$ cat config.mk
export PLATFORM = sky130hd
export DESIGN_NAME = tile_reset_sequencer
export DESIGN_NICKNAME = d
export VERILOG_FILES = /design/src/rtl/tile_reset_sequencer.sv
export SDC_FILE = /design/constraint.sdc
export NUM_CORES = 1
export LEC_CHECK = 0
export CAP_MARGIN = 25
export CORE_UTILIZATION = 40
export CTS_CLUSTER_DIAMETER = 120
export DETAILED_ROUTE_END_ITERATION = 8
export GPL_TIMING_DRIVEN = 0
export PLACE_DENSITY = 0.7
export SLEW_MARGIN = 20
export SYNTH_ARGS = -nofsm -noshare
export SYNTH_HDL_FRONTEND = slang
export SYNTH_SLANG_ARGS = --single-unit
$ cat constraint.sdc
create_clock -name clock -period 5.5 [get_ports clock]
set_clock_uncertainty 0.2 [all_clocks]
set_input_delay 0.825 -clock clock [delete_from_list [all_inputs] [get_ports clock]]
set_output_delay 0.825 -clock clock [all_outputs]
set_load 0.03 [all_outputs]
$ cat src/rtl/tile_reset_sequencer.sv
// Per-tile reset sequencer: ASSERT/RELEASE/PULSE commands; accepts only when idle, done pulses 1 cycle after assert, release is hold+staggered.
// Define TILE_RESET_SEQ_STAGGER_EN for one-tile-per-STAGGER_CYCLES release; default build releases all pending tiles on one edge.
module tile_reset_sequencer #(
  parameter int NUM_TILES      = 6,
  parameter int HOLD_CYCLES    = 16,
  parameter int STAGGER_CYCLES = 4
) (
  input  logic                 clock,
  input  logic                 reset,
  input  logic                 req_valid,
  output logic                 req_ready,
  input  logic [1:0]           req_bits_op,
  input  logic [NUM_TILES-1:0] req_bits_mask,
  output logic [NUM_TILES-1:0] tile_reset,
  output logic                 busy,
  output logic                 done,
  output logic                 done_err
);

  localparam int CNT_MAX = (HOLD_CYCLES > STAGGER_CYCLES) ? HOLD_CYCLES : STAGGER_CYCLES;
  localparam int CW      = $clog2(CNT_MAX + 1);

  localparam logic [1:0] ST_IDLE    = 2'd0;
  localparam logic [1:0] ST_HOLD    = 2'd1;
  localparam logic [1:0] ST_RELEASE = 2'd2;
  localparam logic [1:0] ST_DONE    = 2'd3;

  localparam logic [1:0] OP_ASSERT  = 2'd0;
  localparam logic [1:0] OP_RELEASE = 2'd1;
  localparam logic [1:0] OP_PULSE   = 2'd2;

  localparam logic [CW-1:0] HOLD_LOAD = CW'(HOLD_CYCLES - 1);

  logic [1:0]           state;
  logic [CW-1:0]        count;
  logic [NUM_TILES-1:0] pending;

`ifdef TILE_RESET_SEQ_STAGGER_EN
  localparam logic [CW-1:0] STAGGER_LOAD = CW'(STAGGER_CYCLES - 1);
  logic [NUM_TILES-1:0] low_bit;
  // Isolates the lowest set bit so tiles release in ascending index order.
  assign low_bit = pending & (~pending + NUM_TILES'(1));
`endif

  assign req_ready = (state == ST_IDLE);
  assign busy      = (state != ST_IDLE);
  assign done      = (state == ST_DONE);

  always_ff @(posedge clock or posedge reset) begin
    if (reset) begin
      state      <= ST_IDLE;
      count      <= '0;
      pending    <= '0;
      tile_reset <= '1;
      done_err   <= 1'b0;
    end else begin
      case (state)
        ST_IDLE: begin
          if (req_valid) begin
            case (req_bits_op)
              OP_ASSERT: begin
                tile_reset <= tile_reset | req_bits_mask;
                state      <= ST_DONE;
              end
              OP_PULSE: begin
                // pending carries the command mask through HOLD
                tile_reset <= tile_reset | req_bits_mask;
                pending    <= req_bits_mask;
                count      <= HOLD_LOAD;
                state      <= ST_HOLD;
              end
              OP_RELEASE: begin
                pending <= req_bits_mask & tile_reset;
                count   <= '0;
                state   <= ST_RELEASE;
              end
              default: begin
                done_err <= 1'b1;
                state    <= ST_DONE;
              end
            endcase
          end
        end
        ST_HOLD: begin
          if (count == '0) begin
            pending <= pending & tile_reset;
            state   <= ST_RELEASE;
          end else begin
            count <= count - CW'(1);
          end
        end
        ST_RELEASE: begin
`ifdef TILE_RESET_SEQ_STAGGER_EN
          if (count != '0) begin
            count <= count - CW'(1);
          end else if (pending == '0) begin
            state <= ST_DONE;
          end else begin
            tile_reset <= tile_reset & ~low_bit;
            pending    <= pending & ~low_bit;
            count      <= STAGGER_LOAD;
            if ((pending & ~low_bit) == '0) state <= ST_DONE;
          end
`else
          tile_reset <= tile_reset & ~pending;
          pending    <= '0;
          state      <= ST_DONE;
`endif
        end
        default: begin
          state    <= ST_IDLE;
          count    <= '0;
          pending  <= '0;
          done_err <= 1'b0;
        end
      endcase
    end
  end

endmodule

* Word level (Yosys, flattened, before mapping) *
Index checks and enable logic that the tools add are counted.

word-level totals
  flip-flop bits (word level) = 20
  bits in latches = 0
  RAM bits = 0
  ROM bits = 0
  word-level logic and storage cells = 55
  memories = 0

operators by class
  add/sub/neg operators = 1
  multiply operators = 0
  div/mod/pow operators = 0
  magnitude comparators = 0
  equality and inequality tests = 11
  shift operators = 0
  mux-type cells = 18
  bitwise operators = 7
  reductions and logical operators = 13

operators with widths
  operator               number
  $pmux W6 S2            3
  $mux W6                4
  $and A6 B6 Y6          3
  $pmux W5 S3            1
  $mux W5                2
  $ne A2 B2 Y1 const B   5
  $pmux W5 S2            1
  $reduce_and A3 Y1      3
  $eq A2 B2 Y1 const B   3
  $not A6 Y6             1
  $or A6 B6 Y6           1
  $pmux W2 S3            1
  $logic_not A5 Y1       1
  $sub A5 B1 Y5 const B  1
  $eq A2 B1 Y1 const B   2
  $logic_not A2 Y1       2
  $mux W2                2
  $pmux W2 S2            1
  $reduce_and A4 Y1      1
  $reduce_bool A2 Y1     2
  $reduce_or A2 Y1       2
  $ne A3 B1 Y1 const B   1
  $reduce_or A3 Y1       1
  $mux W1                2
  3 further kinds        4

* Longest topological paths before layout *
  depth in word-level cells = 5
  mapped depth = 8

* Worst setup path after synthesis *
No wires, ideal clock.

  path kind = register -> output
  from = reg state[0]
  to = out busy
  arrival time = 1.385 ns
  slack = 3.090 ns
  cell stages (with the launch flop) = 5
  path buffers = 1
  cell sequence = dfrtp_1 -> inv_1 -> ha_1 -> inv_1 -> clkbuf_1

between the ends
  longest elaborated chain between the ends = 1

RTL lines
  element                   line  text
  start: declaration        34    logic [1:0] state;
  start signal: assignment  51    state <= ST_IDLE;
  start signal: assignment  63    state <= ST_DONE;
  start signal: assignment  70    state <= ST_HOLD;
  $reduce_bool A2 Y1        46    assign busy = (state != ST_IDLE);
  end: declaration          15    output logic busy,

Every way passes these cells.

* Worst setup path in the final report *
Same ends and word-level chain as after synthesis.

==> results.md <==
* Maxcap violations at 0
* Port bufs at 19
* Clk pwr share at 8.8%
* Routed Antenna Nets at 0
* Drt first pass iters at 4
* Post-CTS sizing at 0
* Final setup TNS at 0 ns
* Worst EP arrival at 2.39 ns
* Gr ovfl total at 0
* Diode count at 0
* Initial core utilization at 44.0%
* Detailed-route DRC error count at 0
* Vias in the first global route at 1,177
* Bufs on Longest Clock Path at 2
* Ys flop type: dfrtp_1
* Commonest cells after routing, fill and taps aside: nand2_1, o21ai_0, clkdlybuf4s50_1
* CP peak stage delay at 0.76 ns
* Fin. max-slew vios at 0
* Initial antenna violation count at 0
* PwrDens at 564 nW/µm²
* Final WL at 3.18 mm
* Vias/cell at 5.99
* CP cell instances: inv_1, ha_1, inv_1, clkbuf_1, clkdlybuf4s50_1
* Logic pwr share at 59.8%
* Reg2reg end: state[1]
* Number of core rows at 19
* Switching part of the total at 47.5%
* Fmax at 0.293 GHz
* Asr flop ratio synth at 100%
* Vias after detailed routing at 1,198
* Synthesized flop and latch total at 20
* Mapped Area at 1250 µm²
* RSZ-0062 raised after global routing: no
* Leakage at 0.688 nW
* HP Start: tile_reset[4]
* Total track usage at 21.1%
* Reg-to-Reg Start: count[0]
* Core Util, Final at 52.9%
* Synth Warn # at 0
* Peak fanout along the critical path at 10
* I/O Pins at 21
* Cell area after layout at 1510 µm²
* Worst r2r path cells at 8
* Crit Path Category: flip-flop to output port
* Mapped Nets at 164
* Die Width at 58.0 µm
* Final worst path period share at 62.1%
* Synthesis-to-finish area growth at 20.3%
* Hpwl dp at 2.19 mm
* Layout cell share with drive strength beyond 1 at 8.28%
* Iteration-0 DRC Markers at 50
* Slew HR at 48.8%
* Final-stage net count at 188
* Syn_area_per_cell at 8.60 µm²
* Worst-case vdd ir drop at 0.280 mV
* Setup Buffers After CTS at 0
* Psw at 404 µW
* Clk sinks at 20
* Routability cong. at 0.818
* Finish-stage setup viols at 0
* Num CTS Buffers at 3
* Cells after Synth at 146
* CTS tree: yes
* Placed Area at 1480 µm²
* Largest net degree at the start of global routing at 21
* Fin crit period at 3.42 ns
* Routed len/inst at 15.9 µm
* Clock transition at the registers of the reported paths at 0.12 ns
* Measured slew at the worst slew-check pin at 0.768 ns
* Synth area leaders: dfrtp_1, dfstp_2, nand2_1, o21ai_0, ha_1
* FF-to-FF setup slack at 3.18 ns
* Final std cells w/o fill at 200
* Critical Path Most Common Cell: inv_1
* Die Height at 58.0 µm
* Total Die Area at 3370 µm²
* Yosys top cell by area: dfrtp_1
* WHS Path Cells at 2
* Placed Cells at 196
* Root Buffer Master: clkbuf_4
* Flop pwr share at 31.4%
* Clock H-tree levels at 1
* Seq/Total Area, Yosys at 40.5%
* Netlist cell types at 36
* Most common cell after layout, fill and taps aside: nand2_1
* Core area at 2850 µm²
* Latest clock arrival within the worst-skew pair at 0.31 ns
* Worst Hold Class: flip-flop to flip-flop
* Startpoint Class: flip-flop
* EDFF count, synth at 0
* CP required at 4.47 ns
* Worst hold endpoint: tile_reset[4]
* Critical path capture point type: output port
* Final hold vios at 0
* Crit-path slowest cell: clkdlybuf4s50_1
* # hold bufs at CTS at 0
* First-pass GRT wire length at 5.37 mm
* Status: finished, final reports clean
* Top cell type's share of synthesized area at 27.9%
* Post-layout power at 851 µW
* Int Pwr at 447 µW
[per-stage QoR]
step / hold slack (ns) / worst slack [ns]
finish: 0.316 / 2.08
global route: 0.337 / 1.94
CTS: 0.318 / 2.08
detailed placement: 0.287 / 2.46
global placement: 0.284 / 2.45
floorplan: 0.266 / 3.09
[worst max-delay path by stage]
| stage | start | endpoint | slack (ns) | depth (start not counted) |
|---|---|---|---|---|
| final | state[0] | busy | 2.08 | 5 |
| after global placement | state[0] | busy | 2.45 | 5 |
| after global routing | state[0] | busy | 1.94 | 5 |
| after floorplan | state[0] | busy | 3.09 | 4 |
| after CTS | state[0] | busy | 2.08 | 5 |
| after detailed placement | state[0] | busy | 2.46 | 5 |
[registers in the layout, indices dropped and copies added (netlist names)]
register / flops
count: 5
state: 2
pending: 6
done_err: 1
tile_reset: 6
[routing by layer]
layer | up-vias | wire, µm | GRT usage, %
met3 | 9 | 172 | 5.36
met1 | 582 | 1340 | 25.9
met2 | 39 | 1610 | 36.6
li1 | 568 | - | -
met4 | 0 | 54 | 5.78
met5 | - | 0 | 0
[cell type report]
| type | count | area (µm²) |
|---|---|---|
| Inverter | 11 | 41.3 |
| Tap cell | 31 | 38.8 |
| Buffer | 9 | 42.5 |
| Multi-Input combinational cell | 106 | 663 |
| Clock buffer | 4 | 26.3 |
| Sequential cell | 20 | 508 |
| Fill cell | 275 | 1340 |
| Timing Repair Buffer | 19 | 190 |
[power groups by stage]
stage | logic [mW] | clock network, mW | registers (mW)
after floorplan | 0.327 | 0 | 0.292
after global placement | 0.493 | 0 | 0.263
after detailed placement | 0.508 | 0 | 0.267
after global routing | 0.564 | 0.0841 | 0.275
after CTS | 0.509 | 0.0768 | 0.265
final | 0.509 | 0.0749 | 0.267
[critical path, delay by kind of cell (launching register included)]
family,cells,cell delay [ns]
fa+ha+maj,1,0.27
buf+inv,4,1.33
flops,1,0.48
[kinds of logic (layout without fill, tap and decap cells)]
kind of cell,count (synthesis),in the layout,synth area share [%]
fa+ha+maj,7,7,6.98
flops,20,20,40.5
compound gates,50,50,27.5
xor+xnor,1,1,0.698
buf+inv,20,43,6.68
simple gates,48,48,17.6
[synthesized netlist by cell type, types with 2 or more instances]
cell and count:
a22o_1 6, o21ai_0 19, a2bb2oi_1 2, dfrtp_1 14, inv_1 11, nor3_1 8, clkbuf_1 7, nor2_1 4
dfstp_2 6, nand2b_1 3, ha_1 7, a21oi_1 4, a22oi_1 6, nand2_1 27
Power figures use the tool's default switching activity.
